### src/rtl/mod6_pkg.sv
// Shared definitions for the mod-6 sequence monitor: code width, terminal
// code, FSM state encoding and the successor/legality helpers.
package mod6_pkg;

    localparam int unsigned CODE_W = 4;
    localparam logic [CODE_W-1:0] MOD6_MAX = 4'd5;

    typedef enum logic [1:0] {
        SEARCH = 2'd0,
        LOCKED = 2'd1,
        FAULT  = 2'd2
    } mon_state_e;

    // Successor of a legal mod-6 code: 0->1 ... 4->5, 5->0.
    function automatic logic [CODE_W-1:0] mod6_next(input logic [CODE_W-1:0] code);
        return (code == MOD6_MAX) ? '0 : code + 4'd1;
    endfunction

    // Legal codes are 0..MOD6_MAX (bit 3 is therefore always clear).
    function automatic logic mod6_legal(input logic [CODE_W-1:0] code);
        return (code <= MOD6_MAX);
    endfunction

endpackage

### src/rtl/mod6_step_check.sv
// Combinational classifier for one observed step prev_code -> count_in.
module mod6_step_check
    import mod6_pkg::*;
(
    input  logic [CODE_W-1:0] prev_code,
    input  logic [CODE_W-1:0] count_in,
    input  logic              prev_valid,
    output logic              step_valid,
    output logic              step_invalid,
    output logic              is_wrap
);

    // A step exists only once a previous code has been captured; it is valid
    // when the previous code is legal and the new code is its successor.
    always_comb begin
        step_valid   = 1'b0;
        step_invalid = 1'b0;
        is_wrap      = 1'b0;
        if (prev_valid) begin
            step_valid   = mod6_legal(prev_code) && (count_in == mod6_next(prev_code));
            step_invalid = !step_valid;
            is_wrap      = step_valid && (prev_code == MOD6_MAX);
        end
    end

endmodule

### src/rtl/mod6_sequence_monitor.sv
// Monitors a mod-6 counter code stream: locks after LOCK_THRESH consecutive
// valid steps, flags a fault when a locked stream breaks, counts wraps while
// locked and invalid steps overall.
module mod6_sequence_monitor
    import mod6_pkg::*;
#(
    parameter int unsigned LOCK_THRESH = 3,
    parameter int unsigned CNT_W       = 8
) (
    input  logic              clock,
    input  logic              reset_n,
    input  logic [3:0]        count_in,
    output logic              locked,
    output logic              fault,
    output logic              wrap_pulse,
    output logic [5:0]        phase,
    output logic [CNT_W-1:0]  cycle_count,
    output logic [CNT_W-1:0]  err_count
);

    localparam logic [2:0] THRESH    = 3'(LOCK_THRESH);
    localparam logic [2:0] THRESH_M1 = 3'(LOCK_THRESH - 1);

    mon_state_e        state_q, state_d;
    logic [2:0]        good_cnt_q, good_cnt_d;
    logic [CODE_W-1:0] prev_code_q;
    logic              prev_valid_q;
    logic              locked_q, locked_d;
    logic              fault_q, fault_d;
    logic              wrap_q, wrap_d;
    logic [5:0]        phase_q, phase_d;
    logic [CNT_W-1:0]  cycle_q, cycle_d;
    logic [CNT_W-1:0]  err_q, err_d;

    logic step_valid;
    logic step_invalid;
    logic is_wrap;

    mod6_step_check u_step_check (
        .prev_code    (prev_code_q),
        .count_in     (count_in),
        .prev_valid   (prev_valid_q),
        .step_valid   (step_valid),
        .step_invalid (step_invalid),
        .is_wrap      (is_wrap)
    );

    // Next-state, streak counter and registered-output logic.
    always_comb begin
        state_d    = state_q;
        good_cnt_d = good_cnt_q;

        unique case (state_q)
            SEARCH: if (step_valid && (good_cnt_q == THRESH_M1)) state_d = LOCKED;
            LOCKED: if (step_invalid) state_d = FAULT;
            FAULT:  state_d = SEARCH;
            default: state_d = SEARCH;
        endcase

        // Steps seen while in FAULT never contribute to the next lock attempt.
        if (state_q == FAULT || step_invalid) begin
            good_cnt_d = '0;
        end else if (step_valid && (good_cnt_q != THRESH)) begin
            good_cnt_d = good_cnt_q + 3'd1;
        end

        locked_d = (state_d == LOCKED);
        fault_d  = (state_q == LOCKED) && step_invalid;
        wrap_d   = (state_q == LOCKED) && is_wrap;

        cycle_d = wrap_d ? (cycle_q + CNT_W'(1)) : cycle_q;
        err_d   = (step_invalid && (err_q != '1)) ? (err_q + CNT_W'(1)) : err_q;

        // Illegal codes match no bit, leaving phase all zeros.
        phase_d = '0;
        for (int unsigned n = 0; n < 6; n++) begin
            phase_d[n] = (count_in == CODE_W'(n));
        end
    end

    // State and output registers with asynchronous active-low reset.
    always_ff @(posedge clock or negedge reset_n) begin
        if (!reset_n) begin
            state_q      <= SEARCH;
            good_cnt_q   <= '0;
            prev_code_q  <= '0;
            prev_valid_q <= 1'b0;
            locked_q     <= 1'b0;
            fault_q      <= 1'b0;
            wrap_q       <= 1'b0;
            phase_q      <= '0;
            cycle_q      <= '0;
            err_q        <= '0;
        end else begin
            state_q      <= state_d;
            good_cnt_q   <= good_cnt_d;
            prev_code_q  <= count_in;
            prev_valid_q <= 1'b1;
            locked_q     <= locked_d;
            fault_q      <= fault_d;
            wrap_q       <= wrap_d;
            phase_q      <= phase_d;
            cycle_q      <= cycle_d;
            err_q        <= err_d;
        end
    end

    assign locked      = locked_q;
    assign fault       = fault_q;
    assign wrap_pulse  = wrap_q;
    assign phase       = phase_q;
    assign cycle_count = cycle_q;
    assign err_count   = err_q;

endmodule

### config.mk
export PLATFORM = sky130hd
export DESIGN_NAME = mod6_sequence_monitor
export DESIGN_NICKNAME = d
export VERILOG_FILES = /design/src/rtl/mod6_pkg.sv /design/src/rtl/mod6_step_check.sv /design/src/rtl/mod6_sequence_monitor.sv
export SDC_FILE = /design/constraint.sdc
export NUM_CORES = 1
export LEC_CHECK = 0
export BUFFER_PORTS_ARGS = -buffer_cell sky130_fd_sc_hd__buf_2
export CORE_AREA = 2 2 58 60
export DETAILED_ROUTE_END_ITERATION = 7
export DIE_AREA = 0 0 60 62
export GPL_TIMING_DRIVEN = 0
export PLACE_DENSITY = 0.86
export SYNTH_ARGS = -nofsm -noshare
export SYNTH_HDL_FRONTEND = slang
export SYNTH_HIERARCHICAL = 1
export SYNTH_SLANG_ARGS = --single-unit
### constraint.sdc
create_clock -name clock -period 2.35 [get_ports clock]
set_input_delay 0.3525 -clock clock [delete_from_list [all_inputs] [get_ports clock]]
set_output_delay 0.3525 -clock clock [all_outputs]
set_load 0.01 [all_outputs]
==> metrics.md, run 1 <==
| Metric | Value |
|---|---|
| Status | `completed` |
| CTS tree | `done` |
| Logic gate share of total power | `21.6%` |
| Buffers on Ports | `30` |
| Final setup fails | `0` |
| Slew headroom | `around half` |
| Register area share after synthesis | `about 54%` |
| Reg2Reg Launch Point | `prev_code_q[1]` |
| Worst path bufs/invs | `2` |
| Switch Pwr | `0.431 mW` |
| Worst-Margin Slew | `~760 ps` |
| Ant. Diodes | `0` |
| Pleak | `between 1 and 1.5 nW` |
| Commonest register cell after synthesis | `dfrtp_1` |
| Initial antenna violation count | `0` |
| Initial core utilization | `roughly 50%` |
| Routed len/inst | `13.5 um` |
| Top cell family by delay on the critical path | `simple AND/OR/NAND/NOR gates` |
| Yosys reg bits | `35` |
| CP Data Arrival Time | `2520 ps` |
| Vias in the first global route | `approximately 1100` |
| Syn Inst Count | `roughly 140` |
| Via density | `5.28` |
| Fillers | `around 270` |
| Hold Crit Class | `in -> async` |
| Pre-antenna DRT Iters | `4` |
| Worst Path Required | `about 2600 ps` |
| Final Non-Filler Cells | `~230` |
| First-pass GRT wire length | `between 4 and 5 mm` |
| Num CTS Buffers | `5` |
| Min cycle time layout | `~2300 ps` |
| Max clock buf depth | `2` |
| Slew Limit Fails | `0` |
| RSZ-0062 raised after global routing | `yes` |
| Critical path launch point | `prev_code_q[1]` |
| Final period util | `about 98%` |
| Slowest CP cell | `or4_4` |
| Die W | `approximately 60 um` |
| Detailed-route via count | `roughly 1200` |
| Grt ovf | `0` |
| Pwr Density | `between 700 and 800 mW/mm2` |
| Hold-fix buffers, CTS | `0` |
| Pwr Total | `between 1 and 1.5 mW` |
| Asr flop ratio synth | `100%` |
| Routed Wire Length | `roughly 3 mm` |
| Maximum VDD drop | `about 0.66 mV` |
| ANT nets after route | `0` |
| Mean Syn Cell Area | `around 12 um2` |
| First DRT Iteration DRCs | `41` |
| Hold WS | `a little over 80 ps` |
| Switching share of power | `30.4%` |
| Crit path cell chain | `buf_2, and2_1, or4_4, o31a_1, buf_4, o21ai_2, mux2_1` |
| Core area | `approximately 0.0032 mm2` |
| CP Class | `reg -> reg` |
| Pin count of the biggest net entering global routing | `36` |
| Startpoint type of the worst setup path | `flop` |
| Fin util | `61.4%` |
| Post-synthesis instance area | `~0.0016 mm2` |
| Fin nets | `189` |
| EDFF count, synth | `0` |
| Fmax | `0.436 GHz` |
| Endpoint class of the critical path | `flop` |
| DRC Markers | `0` |
| Internal power | `between 0.9 and 1 mW` |
| CTS sink cnt | `35` |
| Clock Tree Root | `clkbuf_4` |
| Count of different cell masters after synthesis | `42` |
| Gr usage total | `approximately 17%` |
| Max cap viols | `0` |
| DP HPWL | `just over 2 mm` |
| Syn Nets | `~150` |
| CP max stage delay | `roughly 560 ps` |
| Die H | `roughly 62 um` |
| Sequential Power Share | `53.1%` |
| Synthesis-to-finish area growth | `19.6%` |
| FF+latch area | `876 um2` |
| Cell row count | `21` |
| Num ports | `31` |
| Total negative slack | `0 ps` |
| Skew-Pair Late Insertion Delay | `roughly 330 ps` |
| Power share of the clock group | `25.4%` |
| DIE AREA | `about 0.0037 mm2` |
| Area occupied by multi-input gates | `728 um2` |
| Hold Violations, Final | `0` |
| Final GP Congestion | `around 0.76` |
| H-tree Lvls | `2` |
| Synth warnings | `6` |
| Post-placement cell count | `roughly 210` |
| Share of cells above drive strength 1 | `29.6%` |
| Worst Skew | `slightly below 10 ps` |
| Worst Path Max Fanout | `8` |
| Clock transition at the registers of the reported paths | `100 ps` |
[layer usage]
metal	routed length, um	share of wire, %	global-route usage, %
met1	1230	40	18.4
met4	61	2.0	7.62
met5	0	0	0
met3	134	4.4	5.59
met2	1620	53	32.1
[cell usage in the layout (no fill, tap or decap), drive strengths merged, types with 2 or more instances in the layout]
cell and instances:
inv 9, and3 4, nor3 4, nand3 8, a31oi 2, ha 5, nor4bb 2, nand2b 4
mux2i 2, and2 3, o21ai 3, nand4 3, a21oi 6, buf 35, dfrtp 35, nor2 8
nor4b 3, mux2 3, xnor2 9, xor2 7, nor4 2, clkbuf 8
[worst reg2reg max path, cell delays in order, from the launching register on]
cell and delay (ps):
dfrtp_1 360, buf_2 160, and2_1 180, or4_4 560, o31a_1 370, buf_4 170, o21ai_2 70, mux2_1 330
[power groups by stage]
stage	Combinational (mW)	Sequential, mW	Clock, mW
final	0.306	0.754	0.360
after global routing	0.336	0.767	0.401
after CTS	0.299	0.754	0.375
after detailed placement	0.297	0.766	0
after global placement	0.284	0.756	0
after floorplan	0.155	0.781	0
[final timing paths]
path | endpoint | slack [ps] | cells after the start
max reg2reg | err_count[1] | 50 | 7
max | err_count[1] | 50 | 7
max in group asynchronous | err_count[6] | 1780 | 1
min reg2reg | cycle_count[7] | 470 | 1
min | cycle_count[1] | 80 | 1
min in group clock | prev_code_q[0] | 210 | 1
[area by class of cell]
class	instances	area share, %
well taps	46	2.95
repair buffers	33	8.84
flip-flops and latches	35	44.8
clock buffers	8	3.52
inverters	9	1.73
multi-input cells	92	37.3
plain buffers	2	0.833
[synth_stat cells (all sizes together), types with 3 or more instances]
library cell	instances	area [um2]
xor2	7	61.3
ha	5	62.6
nor2	8	30.0
and3	4	25.0
and2	3	18.8
inv	9	33.8
nand4	3	25.0
nor4b	3	38.8
o21ai	3	18.8
a21oi	6	30.0
nand2b	4	25.0
nor3	4	20.0
xnor2	9	78.8
nand3	8	40.0
dfrtp	35	876
mux2	3	37.5
[registers in the layout (all words and copies together), names as in the netlist]
register      cells
cycle_count       8
err_count         8
phase             6
good_cnt_q        3
locked            1
prev_code_q       4
fault             1
prev_valid_q      1
wrap_pulse        1
state_q           2
[cells by family (layout without fill, tap and decap cells)]
kind of cell / after synthesis / in the layout / synth area share [%]
AND/OR/NAND/NOR: 49 / 49 / 20.7
adder cells (fa/ha/maj): 5 / 5 / 3.83
buffers and inverters: 11 / 52 / 3.06
multiplexers: 5 / 5 / 3.52
AO/OA/AOI/OAI: 16 / 16 / 6.44
XOR/XNOR: 16 / 16 / 8.58
flip-flops: 35 / 35 / 53.6
other: 1 / 1 / 0.230
[per-stage QoR]
| step | setup WS [ps] | cell area (um2) |
|---|---|---|
| floorplan | 187 | 1630 |
| global placement | 101 | 1840 |
| detailed placement | 57.5 | 1840 |
| CTS | 48.7 | 1910 |
| global route | -48.4 | 1950 |
| finish | 54.4 | 1950 |
[what timing repair did]
| item | CTS | global route |
|---|---|---|
| gates resized for setup | 0 | 5 |
| setup endpoints to repair | 0 | 10 |
| hold endpoints to repair | 0 | 0 |
| buffers inserted | 0 | 3 |
Note: power is estimated with default switching activity, not from simulation.
==> run 2: changes to the inputs <==
CORE_AREA = 2 2 59 61   (was 2 2 58 60)
DIE_AREA = 0 0 61 63   (was 0 0 60 62)
PLACE_DENSITY = 0.84   (was 0.86)
SETUP_SLACK_MARGIN = 0.4   (was default)
SYNTH_HIERARCHICAL = default   (was 1)
==> metrics.md, run 2 <==
| Metric | Value |
|---|---|
| Status | `completed` |
| Initial antenna violation count | `0` |
| Syn Inst Count | `around 130` |
| First-pass GRT wire length | `approximately 4.9 mm` |
| Commonest register cell after synthesis | `dfrtp_1` |
| Yosys reg bits | `35` |
| Synth Area in XOR/XNOR | `roughly 8.4%` |
| Hold Crit Class | `in -> async` |
| Routed len/inst | `about 14 um` |
| ANT nets after route | `0` |
| CTS tree | `done` |
| H-tree Lvls | `2` |
| Core area | `roughly 0.0032 mm2` |
| Max cap viols | `0` |
| CP Class | `reg -> reg` |
| Clock Tree Root | `clkbuf_4` |
| Slew Limit Fails | `0` |
| Final period util | `between 80 and 90%` |
| Skew-Pair Late Insertion Delay | `roughly 330 ps` |
| First DRT Iteration DRCs | `53` |
| Compound-Gate Fraction of Synth Area | `roughly 7.7%` |
| Worst Path Required | `~2600 ps` |
| Syn Nets | `around 140` |
| Internal power | `0.980 mW` |
| DIE AREA | `about 0.0038 mm2` |
| Synth top area share | `between 50% and 60%` |
| Mean Syn Cell Area | `about 12 um2` |
| Buffers on Ports | `30` |
| Simple-Gate Fraction of Synth Area | `between 20% and 30%` |
| Maximum VDD drop | `0.502 mV` |
| Ant. Diodes | `0` |
| Clock transition at the registers of the reported paths | `around 100 ps` |
| Pin count of the biggest net entering global routing | `36` |
| Post-synthesis instance area | `0.00165 mm2` |
| Vias in the first global route | `1097` |
| Pwr Total | `~1.4 mW` |
| Die W | `~61 um` |
| Commonest non-fill, non-tap cell in the layout | `dfrtp_1` |
| Pwr Density | `roughly 670 mW/mm2` |
| Post-synthesis mux area share | `under 10%` |
| Startpoint type of the worst setup path | `flop` |
| Power share of the clock group | `a little over a quarter` |
| Fin nets | `about 190` |
| Worst-Margin Slew | `roughly 740 ps` |
| CP Data Arrival Time | `2230 ps` |
| Worst reg-to-reg setup slack | `around 350 ps` |
| Slew headroom | `~51%` |
| Fmax | `between 0.4 and 0.5 GHz` |
| Num ports | `31` |
| Cell row count | `21` |
| Via density | `around 5.4` |
| Synth warnings | `0` |
| Min cycle time layout | `between 2000 and 2500 ps` |
| Dominant cell type by area after synthesis | `dfrtp_1` |
| Gr usage total | `17.2%` |
| Final setup fails | `0` |
| Initial core utilization | `about half` |
| Die H | `63 um` |
| FF+latch area | `about 880 um2` |
| Worst Path Max Fanout | `5` |
| Worst Skew | `~8 ps` |
| Routed Wire Length | `roughly 3.1 mm` |
| Worst reg-to-reg path cell count | `6` |
| Count of different cell masters after synthesis | `38` |
| Switching share of power | `between 20 and 30%` |
| Num CTS Buffers | `5` |
| Register area share after synthesis | `53.1%` |
| DP HPWL | `2.04 mm` |
| Synth area leaders | `dfrtp_1 53%, xnor2_1 6.9%, ha_1 3.8%, and3_1 3.0%, nand2b_1 2.3%` |
| Hold Violations, Final | `0` |
| Share of cells above drive strength 1 | `between 30% and 40%` |
| Synth top cells by count | `35 x dfrtp_1, 13 x xnor2_1, 8 x and3_1` |
| Most frequent cells in the layout | `34 x dfrtp_1, 31 x buf_2, 13 x xnor2_1` |
| Adder-cell share of the synthesized area | `about 3.8%` |
| Synthesis-to-finish area growth | `24.1%` |
| Most common cell in the netlist | `dfrtp_1` |
| Pleak | `between 1 and 1.5 nW` |
| Endpoint class of the critical path | `flop` |
| Largest family of logic cells by synthesized area | `simple AND/OR/NAND/NOR gates` |
| Logic gate share of total power | `between 10% and 20%` |
| Max clock buf depth | `2` |
| Sequential Power Share | `a little over half` |
| DRC Markers | `0` |
| Asr flop ratio synth | `100%` |
| RSZ-0062 raised after global routing | `yes` |
| Final GP Congestion | `around 0.8` |
| Detailed-route via count | `1188` |
| Switch Pwr | `0.392 mW` |
| Total negative slack | `0 ps` |
| Area occupied by multi-input gates | `roughly 770 um2` |
| Pre-antenna DRT Iters | `4` |
| Fillers | `about 260` |
| CTS sink cnt | `35` |
| EDFF count, synth | `0` |
| Grt ovf | `0` |
==> run 2: cell count changes after synthesis, moves of 3 or more <==
cell and delta:
nor2_1 -7, nor3_1 -4, a21oi_1 -3, nor2b_1 +3, and3_1 +4, xnor2_1 +4
a21o_1 +4, xor2_1 -6, inv_1 -5, nor4b_1 +3
==> run 2: what timing repair did <==
action | CTS | global route
endpoints found under the hold margin | 0 | 0
setup endpoints to repair | 7 | 13
resized for setup | 1 | 14
hold buffers | 0 | 0
pin swaps | 2 | 6
gates cloned | 0 | 1
setup buffers | 1 | 4
==> run 2: area by class of cell <==
class	instances	share of cell area [%]
Buffer	5	2.26
Clock buffer	8	3.36
Inverter	4	0.733
Multi-Input combinational cell	88	37.6
Sequential cell	35	42.8
Tap cell	46	2.81
Timing Repair Buffer	36	10.4
==> run 2: cell families after synthesis <==
kind of cell | Yosys count
other | 1
and+or+nand+nor | 49
muxes | 3
xor gates and xnor gates | 15
AOI/OAI and AO/OA | 15
buffers and inverters | 9
adders and majority gates | 5
DFF | 35
==> run 2: worst paths after layout <==
kind                           startpoint        endpoint
min in group clock            count_in[2]  prev_code_q[2]
min reg2reg                cycle_count[7]  cycle_count[7]
min                               reset_n        phase[4]
max reg2reg                prev_code_q[0]  cycle_count[1]
max                        prev_code_q[0]  cycle_count[1]
max in group asynchronous         reset_n  prev_code_q[0]
==> run 2: power by group through the flow <==
stage               combinational, mW  clock (mW)  sequential [mW]
floorplan                       0.125           0            0.765
global placement                0.244           0            0.742
detailed placement              0.248           0            0.750
global route                    0.296       0.410            0.751
CTS                             0.250       0.378            0.739
finish                          0.264       0.365            0.743
==> run 2: metrics by stage <==
stage	instance area [um2]	worst slack, ps	instances	utilization (%)	hold slack (ps)
6_report	2050	346	222	63.3	72.1
5_1_grt	2050	291	222	63.3	111
4_1_cts	1930	417	217	59.9	83.8
3_5_place_dp	1860	188	208	57.5	464
3_3_place_gp	1860	237	208	57.5	457
2_1_floorplan	1650	403	132	-	56.9
==> run 2: metal layers <==
layer / track usage, % / vias up / share of wire, %
li1: - / 559 / -
met1: 21.1 / 592 / 43
met2: 28.8 / 28 / 50
met3: 4.55 / 9 / 4.1
met4: 5.71 / 0 / 2.5
met5: 0 / - / 0
==> run 2: worst max-delay path: stages, from the launching register on <==
cell	delay, ps
dfrtp_2	450
nand2b_4	150
a21o_1	200
a2111oi_4	390
and3_4	290
buf_8	130
mux2_4	290
